===== src/rtl/ex_div_pkg.sv =====
// rtl/ex_div_pkg.sv - shared constants and state encoding for the execute-stage divider
package ex_div_pkg;

    // ALU operation codes that route an instruction to the divider
    localparam logic [7:0] EXE_DIV_OP  = 8'b0001_1010;
    localparam logic [7:0] EXE_DIVU_OP = 8'b0001_1011;

    // Number of restoring iterations for a full-width divide
    localparam int DIV_ITER = 32;

    // Divider sequencing states
    typedef enum logic [1:0] {
        DIV_IDLE = 2'd0,
        DIV_ZERO = 2'd1,
        DIV_RUN  = 2'd2,
        DIV_DONE = 2'd3
    } div_state_e;

    // Two's-complement magnitude when the operand is signed and negative
    function automatic logic [31:0] abs_if(input logic sgn, input logic [31:0] v);
        return (sgn && v[31]) ? (~v + 32'd1) : v;
    endfunction

endpackage


===== src/rtl/ex_div_step.sv =====
// rtl/ex_div_step.sv - one combinational restoring-division iteration
module ex_div_step #(
    parameter int WIDTH = 32
) (
    input  logic [WIDTH-1:0] partial,
    input  logic [WIDTH-1:0] divisor_mag,
    input  logic             bit_in,
    output logic [WIDTH-1:0] next_partial,
    output logic             quotient_bit
);

    // The shifted remainder needs one extra bit: it can reach 2*divisor-1
    logic [WIDTH:0] shifted;
    logic [WIDTH:0] diff;

    assign shifted = {partial, bit_in};
    assign diff    = shifted - {1'b0, divisor_mag};

    // A clear top bit means no borrow: the trial subtraction is kept
    assign quotient_bit = ~diff[WIDTH];
    assign next_partial = quotient_bit ? diff[WIDTH-1:0] : shifted[WIDTH-1:0];

endmodule


===== src/rtl/ex_div.sv =====
// rtl/ex_div.sv - multi-cycle radix-2 restoring divider for DIV/DIVU (optional EX_DIV_EARLY_OUT_EN)
module ex_div
    import ex_div_pkg::*;
#(
    parameter int WIDTH = 32,
    parameter int CNT_W = 6
) (
    input  logic             clk,
    input  logic             rst_n,
    input  logic             start,
    input  logic             annul,
    input  logic             signed_div,
    input  logic [WIDTH-1:0] dividend,
    input  logic [WIDTH-1:0] divisor,
    output logic             busy,
    output logic             ready,
    output logic [WIDTH-1:0] quotient,
    output logic [WIDTH-1:0] remainder,
    output logic             div_by_zero
);

    div_state_e       state;
    logic [CNT_W-1:0] cnt;
    logic [WIDTH-1:0] rem;
    logic [WIDTH-1:0] dq;
    logic [WIDTH-1:0] mag_b;
    logic [WIDTH-1:0] orig_a;
    logic             neg_q;
    logic             neg_r;
    logic             early;
    logic [WIDTH-1:0] res_q;
    logic [WIDTH-1:0] res_r;
    logic             res_z;
    logic [WIDTH-1:0] held_q;
    logic [WIDTH-1:0] held_r;
    logic             held_z;

    logic [WIDTH-1:0] mag_a_in;
    logic [WIDTH-1:0] mag_b_in;
    logic [WIDTH-1:0] step_rem;
    logic             step_q;
    logic [WIDTH-1:0] q_fin;

    assign mag_a_in = signed_div && dividend[WIDTH-1] ? (~dividend + 1'b1) : dividend;
    assign mag_b_in = signed_div && divisor[WIDTH-1]  ? (~divisor + 1'b1)  : divisor;

    // dq shifts dividend bits out of the top while quotient bits enter the bottom
    ex_div_step #(.WIDTH(WIDTH)) u_step (
        .partial      (rem),
        .divisor_mag  (mag_b),
        .bit_in       (dq[WIDTH-1]),
        .next_partial (step_rem),
        .quotient_bit (step_q)
    );

    assign q_fin = {dq[WIDTH-2:0], step_q};

    // Result is only visible in DONE when not flushed; otherwise the last result is held
    assign busy        = (state != DIV_IDLE);
    assign ready       = (state == DIV_DONE) && !annul;
    assign quotient    = ready ? res_q : held_q;
    assign remainder   = ready ? res_r : held_r;
    assign div_by_zero = ready ? res_z : held_z;

    // Divider sequencer: operand capture, iteration, sign fix and result hold
    always_ff @(posedge clk or negedge rst_n) begin
        if (!rst_n) begin
            state  <= DIV_IDLE;
            cnt    <= '0;
            rem    <= '0;
            dq     <= '0;
            mag_b  <= '0;
            orig_a <= '0;
            neg_q  <= 1'b0;
            neg_r  <= 1'b0;
            early  <= 1'b0;
            res_q  <= '0;
            res_r  <= '0;
            res_z  <= 1'b0;
            held_q <= '0;
            held_r <= '0;
            held_z <= 1'b0;
        end else if (state != DIV_IDLE && annul) begin
            // Pipeline flush abandons the operation and keeps the previous result
            state <= DIV_IDLE;
        end else begin
            case (state)
                DIV_IDLE: begin
                    if (start && !annul) begin
                        cnt    <= '0;
                        rem    <= '0;
                        dq     <= mag_a_in;
                        mag_b  <= mag_b_in;
                        orig_a <= dividend;
                        neg_q  <= signed_div & (dividend[WIDTH-1] ^ divisor[WIDTH-1]);
                        neg_r  <= signed_div & dividend[WIDTH-1];
                        if (divisor == '0) begin
                            early <= 1'b0;
                            state <= DIV_ZERO;
                        end
`ifdef EX_DIV_EARLY_OUT_EN
                        else if (mag_a_in < mag_b_in) begin
                            // Quotient is trivially zero; reuse the one-cycle ZERO slot
                            early <= 1'b1;
                            state <= DIV_ZERO;
                        end
`endif
                        else begin
                            early <= 1'b0;
                            state <= DIV_RUN;
                        end
                    end
                end
                DIV_ZERO: begin
                    res_q <= early ? '0 : '1;
                    res_r <= orig_a;
                    res_z <= ~early;
                    state <= DIV_DONE;
                end
                DIV_RUN: begin
                    rem <= step_rem;
                    dq  <= q_fin;
                    cnt <= cnt + 1'b1;
                    if (cnt == CNT_W'(WIDTH - 1)) begin
                        res_q <= neg_q ? (~q_fin + 1'b1) : q_fin;
                        res_r <= neg_r ? (~step_rem + 1'b1) : step_rem;
                        res_z <= 1'b0;
                        state <= DIV_DONE;
                    end
                end
                DIV_DONE: begin
                    held_q <= res_q;
                    held_r <= res_r;
                    held_z <= res_z;
                    state  <= DIV_IDLE;
                end
                default: state <= DIV_IDLE;
            endcase
        end
    end

endmodule


===== config.mk =====
export PLATFORM = sky130hd
export DESIGN_NAME = ex_div
export DESIGN_NICKNAME = d
export VERILOG_FILES = /design/src/rtl/ex_div_pkg.sv /design/src/rtl/ex_div_step.sv /design/src/rtl/ex_div.sv
export SDC_FILE = /design/constraint.sdc
export NUM_CORES = 1
export LEC_CHECK = 0
export BUFFER_PORTS_ARGS = -buffer_cell sky130_fd_sc_hd__buf_2
export CORE_ASPECT_RATIO = 1.5
export CORE_MARGIN = 10
export CORE_UTILIZATION = 50
export CTS_BUF_LIST = sky130_fd_sc_hd__clkbuf_8
export DETAILED_ROUTE_END_ITERATION = 7
export PLACE_DENSITY_LB_ADDON = 0.2
export SETUP_SLACK_MARGIN = 0.02
export SLEW_MARGIN = 20
export SYNTH_ARGS = -nofsm -noshare
export SYNTH_HDL_FRONTEND = slang
export SYNTH_SLANG_ARGS = --single-unit

===== constraint.sdc =====
create_clock -name clk -period 5.7 [get_ports clk]
set_clock_uncertainty 0.2 [all_clocks]
set_input_delay 1.14 -clock clk [delete_from_list [all_inputs] [get_ports clk]]
set_output_delay 1.14 -clock clk [all_outputs]
set_load 0.005 [all_outputs]

==> results of run 1 <==
-- cell families (layout without fill, tap and decap cells) --
| kind of cell | Yosys count | count (layout) | share of synthesized area (%) |
|---|---|---|---|
| compound gates | 490 | 490 | 18.67 |
| xor+xnor | 139 | 139 | 7.353 |
| fa+ha+maj | 42 | 42 | 3.219 |
| buf+inv | 160 | 294 | 3.733 |
| flops | 268 | 268 | 40.50 |
| mux | 194 | 194 | 12.98 |
| other cells | 0 | 1 | 0 |
| simple gates | 470 | 470 | 13.54 |
-- sequential cells by signal, indices dropped and copies added (netlist names), 32 cells and up --
register	count
orig_a	32
held_q	32
res_q	32
held_r	32
dq	32
mag_b	32
res_r	32
rem	32
-- path summary, 6_finish.rpt --
kind                                       from  slack [ns]  cells after the start                      to
max                          dq[31]$_DFFE_PN0P_        0.21                     19   res_q[28]$_DFFE_PN0P_
min                        mag_b[9]$_DFFE_PN0P_        0.28                      2    mag_b[9]$_DFFE_PN0P_
max reg2reg                  dq[31]$_DFFE_PN0P_        0.21                     19   res_q[28]$_DFFE_PN0P_
min reg2reg                mag_b[9]$_DFFE_PN0P_        0.28                      2    mag_b[9]$_DFFE_PN0P_
max in group asynchronous                 rst_n        3.74                      2   held_q[3]$_DFFE_PN0P_
min in group asynchronous                 rst_n        0.36                      1  held_q[24]$_DFFE_PN0P_
-- cell usage in the layout, fill, tap and decap left out, drive strengths merged, types with 4 or more instances in the layout --
cell / n
ha: 41
clkbuf: 53
nor3: 35
and2: 12
a21o: 18
or2: 8
nand2b: 9
mux2i: 32
mux2: 162
buf: 157
nor2: 103
o21a: 9
nor2b: 9
or4: 12
o211ai: 11
nor4: 16
o41ai: 12
a22oi: 30
o311ai: 4
xor2: 45
o21ai: 193
a31o: 5
a21oi: 105
a211oi: 6
nand2: 186
a31oi: 14
or3: 22
nand4: 12
nand3b: 6
inv: 71
and4: 4
o21bai: 6
o31ai: 20
dfrtp: 268
clkinv: 9
and3: 4
o22a: 22
xnor2: 94
nand3: 22
-- power groups by stage --
stage | clock network [mW] | registers [mW] | logic (mW)
final | 1.75 | 3.19 | 4.05
after global routing | 1.90 | 3.28 | 4.54
after CTS | 1.80 | 3.18 | 4.08
after detailed placement | 0 | 3.21 | 4.06
after global placement | 0 | 3.17 | 4.00
after floorplan | 0 | 2.95 | 3.08
-- synth_stat cells, drive strengths merged, types with 9 or more instances --
| cell type | number | area [sq um] |
|---|---|---|
| a21o | 18 | 135.1 |
| a21oi | 105 | 529.3 |
| a22oi | 30 | 225.2 |
| a31oi | 14 | 102.6 |
| and2 | 12 | 75.07 |
| buf | 21 | 96.34 |
| clkbuf | 80 | 300.3 |
| dfrtp | 268 | 6706 |
| ha | 41 | 513.0 |
| inv | 59 | 221.5 |
| mux2 | 162 | 1824 |
| mux2i | 32 | 324.1 |
| nand2 | 186 | 700.7 |
| nand2b | 9 | 56.30 |
| nand3 | 22 | 110.1 |
| nand4 | 12 | 81.33 |
| nor2 | 103 | 389.1 |
| nor2b | 9 | 56.30 |
| nor3 | 35 | 175.2 |
| nor4 | 16 | 121.4 |
| o211ai | 11 | 82.58 |
| o21a | 9 | 67.56 |
| o21ai | 193 | 965.9 |
| o22a | 22 | 192.7 |
| o31ai | 20 | 150.1 |
| o41ai | 12 | 150.1 |
| or3 | 22 | 142.6 |
| or4 | 12 | 90.09 |
| xnor2 | 94 | 823.3 |
| xor2 | 45 | 394.1 |
-- per-layer routing --
layer / vias up / global-route usage [%] / share of wire [%]
li1: 6546 / - / -
met1: 6447 / 23.61 / 40
met2: 307 / 38.24 / 52
met3: 99 / 3.316 / 4.2
met4: 0 / 8.701 / 3.8
met5: - / 0 / 0
-- worst max-delay path: stages (launching register included) --
cell and delay, ns:
dfrtp_1 0.38, inv_1 0.08, ha_1 0.20, inv_1 0.09, fa_1 0.23, a211oi_1 0.10, or3_1 0.40, a2111o_1 0.55
a31oi_4 0.35, a211o_2 0.30, nor2_4 0.05, inv_2 0.22, ha_1 0.22, nand3_1 0.11, or3_1 0.47, or4_1 0.58
or2_2 0.35, o31ai_1 0.25, xnor2_1 0.10, o22a_1 0.15
-- cell type report --
class | count | area, sq um
Antenna cell | 1 | 2.502
Clock buffer | 53 | 729.5
Clock inverter | 25 | 180.2
Fill cell | 2982 | 14120
Inverter | 59 | 221.5
Multi-Input combinational cell | 1335 | 9278
Sequential cell | 268 | 6706
Tap cell | 415 | 519.2
Timing Repair Buffer | 157 | 875.8
-- through the flow --
step | hold WS, ns | area, sq um | setup slack [ns]
floorplan | 0.2498 | 16560 | 0.3911
global placement | 0.2641 | 17580 | 0.1760
detailed placement | 0.2738 | 17580 | 0.03488
CTS | 0.2859 | 18490 | 0.03427
global route | 0.3115 | 18510 | 0.01025
finish | 0.2804 | 18510 | 0.2130
==> summary.txt, run 1 <==
STA
  – # setup viols final: 0
  – Max_slew headroom: 29.35%
  – Worst-Margin Slew: roughly 1.1 ns
  – Unrepaired setup endpoints after global routing: yes
  – Final Hold Vio Count: 0
  – Fin crit share: between 90% and 100%
  – Minimum clock period after layout: roughly 5.5 ns
  – Pins Over Slew Limit: 0
  – F_max: approximately 180 MHz
  – Setup TNS: 0 ns

Pwr
  – Sw frac: about 41%
  – Int Pwr: between 5 and 6 mW
  – Peak supply drop: between 0.2 and 0.25 mV
  – Design Power: about 9 mW
  – PD cells: approximately 500 mW/mm^2
  – Comb pwr share: a little under half
  – Leakage: between 7 and 8 nW
  – Sequential power share: a little over a third
  – Clk pwr share: 19.5%
  – Switch Pwr: roughly 3.6 mW

Clock network
  – CTS tree: built
  – Cts repair resizes: 0
  – Htree depth: 2
  – # Post-CTS Setup Buffers: 0
  – CTS Hold Bufs: 0
  – Root Driver: clkbuf_8
  – Clock Tree Buf Depth: 3
  – Clk sinks: between 200 and 300
  – Clk pin slew, worst setup/hold paths: 0.07 ns
  – Clk_lat worst skew: roughly 0.60 ns
  – Total CTS buffers: 43

Critical path
  – WP data arrival: a little under 6 ns
  – CP endpoint kind: flop
  – CP Class: reg -> reg
  – Critical Path Fanout Max: 8
  – Crit start category: flop
  – Required time of the critical path: roughly 6.0 ns

Logic synthesis
  – Seq/Total Area, Yosys: approximately 40%
  – Synthesized net count: around 1900
  – Post-synth ARST share: 100.0%
  – Ys flop type: dfrtp_1
  – Synth warnings: 0
  – Number of enable-type register cells in the synthesized netlist: 0
  – Cell count after synthesis: approximately 1800
  – Synthesized flop and latch total: ~270
  – Mapped Avg Cell Area: between 9 and 10 sq um
  – Mapped Area: roughly 0.017 sq mm
  – Yosys cell types: slightly above 80

Floorplanning
  – Die area: 0.04094 sq mm
  – Starting Density: just over 50%
  – Num ports: 136
  – Die W: ~170 um
  – Site row count: 81
  – Die height: 242.9 um
  – Core Area: 0.03263 sq mm

Detailed routing
  – WL/cell: about 19 um
  – Post-route DRC violation count: 0
  – Final ANT Viol Nets: 0
  – DR pass1 iterations: 5
  – Vias/cell: ~5.8
  – Post-Route WL: about 44000 um
  – Iter 0 DRT Violations: 840
  – Via count: 13400

Final layout
  – Core Util, Final: 56.73%
  – Nets: roughly 2000
  – Share of layout cells above drive strength 1: between 20 and 25%
  – Area growth, synth to finish: 11.81%
  – Non-filler cells, final: between 2000 and 2500

GRT
  – GR Overflow Total: 0
  – Largest net degree at the start of global routing: ~120
  – Vias in the first global route: ~14000
  – Initial antenna violation count: 1
  – First-pass GRT wire length: slightly above 70000 um
  – GR Util All Layers: between 20% and 30%

Placement
  – GPL Wtd Cong: a little under 0.9
  – Dpl cells: roughly 2200
  – Port bufs: about 140
  – HPWL after detailed placement: 33220 um

Status
  – Outcome: finished, final reports clean

Run
  – Number of max-cap violations: 0

Hold path
  – HP Class: reg -> reg
No activity file was read; power rests on OpenSTA's default activity.
==> run 2: changes to the inputs <==
==> constraint.sdc (replaced) <==
create_clock -name clk -period 5.83 [get_ports clk]
set_clock_uncertainty 0.2 [all_clocks]
set_input_delay 1.166 -clock clk [delete_from_list [all_inputs] [get_ports clk]]
set_output_delay 1.166 -clock clk [all_outputs]
set_load 0.005 [all_outputs]
==> run 2 against run 1 <==
Net effect: clock power fell by 5%; setup slack improved by 0.19 ns; sequential share of layout area rose by 0.14 points; sequential power fell by 2%; fmax rose by 1.1%; wire length fell by 0.34%; worst hold slack got worse by 0.0054 ns; non-clock buffer count fell by 5; critical path depth did not move; register-to-register slack improved by 0.19 ns; critical endpoint unchanged; largest power group unchanged.
==> summary.txt, run 2 (synthesis gave the netlist of run 1 again) <==
Hold path
  – Min-delay src: mag_b[27]$_DFFE_PN0P_ (was mag_b[9]$_DFFE_PN0P_)
  – HP Class: reg -> reg (unchanged)
  – Hold Crit Depth: 2 (unchanged)
  – Hold EP: mag_b[27]$_DFFE_PN0P_ (was mag_b[9]$_DFFE_PN0P_)

Placement
  – Port bufs: 135 (unchanged)
  – Dpl cells: 2228 (was 2234)
  – HPWL after detailed placement: 32870 um (was 33220 um)
  – GPL Wtd Cong: 0.8840 (was 0.8774)
  – Post-DP Area: 0.01754 sq mm (was 0.01758 sq mm)

Clock network
  – Clk pin slew, worst setup/hold paths: 0.06 ns (was 0.07 ns)
  – CTS Hold Bufs: 0 (unchanged)
  – CTS tree: built (unchanged)
  – Clk sinks: 268 (unchanged)
  – Htree depth: 2 (unchanged)
  – Total CTS buffers: 43 (unchanged)
  – Clk_lat worst skew: 0.57 ns (was 0.60 ns)
  – Clock Tree Buf Depth: 3 (unchanged)
  – Root Driver: clkbuf_8 (unchanged)

GRT
  – Vias in the first global route: 13530 (about the same)
  – GR Util All Layers: 20.81% (was 21.00%)
  – Largest net degree at the start of global routing: 120 (was 115)
  – Initial antenna violation count: 1 (unchanged)
  – GR Overflow Total: 0 (unchanged)
  – First-pass GRT wire length: 70610 um (was 70940 um)

STA
  – # setup viols final: 0 (unchanged)
  – Max_slew headroom: 28.11% (was 29.35%)
  – Fin crit share: 93.06% (was 96.26%)
  – Worst-Margin Slew: 1.078 ns (was 1.060 ns)
  – Unrepaired setup endpoints after global routing: no (was yes)
  – WHS: 0.2750 ns (was 0.2804 ns)
  – Pins Over Slew Limit: 0 (unchanged)
  – F_max: 184.3 MHz (was 182.3 MHz)
  – Final Hold Vio Count: 0 (unchanged)
  – Minimum clock period after layout: 5.426 ns (was 5.487 ns)
  – Setup TNS: 0 ns (unchanged)

Final layout
  – Final Instance Area: 0.01844 sq mm (was 0.01851 sq mm)
  – Nets: 1970 (was 1975)
  – Most common cell after layout, fill and taps aside: dfrtp_1 (unchanged)
  – Area growth, synth to finish: 11.39% (was 11.81%)
  – N_diodes: 0 (was 1)
  – Share of layout cells above drive strength 1: 21.93% (was 22.46%)
  – Most frequent cells in the layout: dfrtp_1, nand2_1, o21ai_0, mux2_2, buf_2 (unchanged)
  – Filler cell count: 2998 (was 2982)
  – Non-filler cells, final: 2303 (was 2313)

Pwr
  – PD cells: 472.0 mW/mm^2 (was 486.0 mW/mm^2)
  – Leakage: 7.937 nW (was 7.976 nW)
  – Peak supply drop: 0.2411 mV (was 0.2181 mV)

Detailed routing
  – Post-Route WL: 43980 um (was 44130 um)
  – DR pass1 iterations: 5 (unchanged)
  – Iter 0 DRT Violations: 747 (was 840)
  – Vias/cell: 5.816 (was 5.793)
  – Via count: 13400 (about the same)
  – WL/cell: 19.09 um (was 19.08 um)
  – Post-route DRC violation count: 0 (unchanged)
  – Final ANT Viol Nets: 0 (unchanged)

Critical path
  – Required time of the critical path: 6.08 ns (was 5.98 ns)
  – Crit start category: flop (unchanged)
  – RR Startpoint: dq[31]$_DFFE_PN0P_ (unchanged)
  – CP endpoint kind: flop (unchanged)
  – Critical Path Fanout Max: 13 (was 8)
  – WP data arrival: 5.68 ns (was 5.77 ns)
  – Reg2reg setup slack: 0.40 ns (was 0.21 ns)
  – R2R depth: 19 (unchanged)
  – CP Class: reg -> reg (unchanged)
  – Worst r2r dst: res_q[28]$_DFFE_PN0P_ (unchanged)

Floorplanning
  – Die W: 168.6 um (unchanged)
  – Starting Density: 50.74% (unchanged)
  – Num ports: 136 (unchanged)
  – Die height: 242.9 um (unchanged)
  – Die area: 0.04094 sq mm (unchanged)
  – Site row count: 81 (unchanged)
  – Core Area: 0.03263 sq mm (unchanged)

Status
  – Outcome: finished, final reports clean (unchanged)

Run
  – Number of max-cap violations: 0 (unchanged)
run 2: timing repair:
item | 4_1_cts | 5_1_grt
buffers inserted | 0 | 1
setup endpoints to repair | 0 | 12
resized for setup | 0 | 4
run 2: layout make-up:
| cell class | instances | area, sq um | share of cell area [%] |
|---|---|---|---|
| Multi-Input combinational cell | 1335 | 9286 | 50.35 |
| Sequential cell | 268 | 6706 | 36.36 |
| Timing Repair Buffer | 152 | 838.3 | 4.545 |
| Clock buffer | 53 | 729.5 | 3.955 |
| Tap cell | 415 | 519.2 | 2.815 |
| Inverter | 59 | 224.0 | 1.214 |
| Clock inverter | 21 | 138.9 | 0.7531 |
run 2: routing by layer:
layer  share of wire, %  wire length (um)  global-route usage (%)
met5                  0                 0                       0
met1                 40             17490                   23.22
met3                3.6              1581                   3.008
met2                 53             23330                   38.58
met4                3.6              1574                   8.008
run 2: metrics by stage:
step | power [mW] | worst slack [ns] | utilization (%)
6_report | 8.706 | 0.4043 | 56.51
5_1_grt | 9.396 | 0.04455 | 56.51
4_1_cts | 8.776 | 0.03764 | 56.40
3_5_place_dp | 7.079 | 0.08804 | 53.73
3_3_place_gp | 6.997 | 0.2280 | 53.73
2_1_floorplan | 5.898 | 0.5211 | -
run 2: worst max-delay path by stage:
stage	from	to	slack [ns]
floorplan	dq[31]$_DFFE_PN0P_	res_q[28]$_DFFE_PN0P_	0.52
global placement	dq[31]$_DFFE_PN0P_	res_q[28]$_DFFE_PN0P_	0.23
detailed placement	dq[31]$_DFFE_PN0P_	res_q[28]$_DFFE_PN0P_	0.09
CTS	dq[31]$_DFFE_PN0P_	res_r[30]$_DFFE_PN0P_	0.04
global route	dq[31]$_DFFE_PN0P_	res_q[28]$_DFFE_PN0P_	0.04
finish	dq[31]$_DFFE_PN0P_	res_q[28]$_DFFE_PN0P_	0.40
run 2: critical path: stages, from the launching register on:
cell	delay (ns)
dfrtp_1	0.39
inv_1	0.08
ha_1	0.19
inv_1	0.09
fa_1	0.23
a211oi_1	0.10
or3_1	0.42
a2111o_1	0.55
a31oi_4	0.30
a211o_2	0.29
nor2_4	0.06
inv_4	0.19
ha_1	0.21
nand3_1	0.11
or3_1	0.47
or4_1	0.58
or2_2	0.35
o31ai_1	0.25
xnor2_1	0.10
o22a_1	0.16
run 2: report_power, final:
part | internal (mW) | switching, mW | leakage (nW)
Combinational | 1.76 | 2.17 | 4.16
Clock | 0.905 | 0.751 | 0.502
Sequential | 2.54 | 0.580 | 3.27
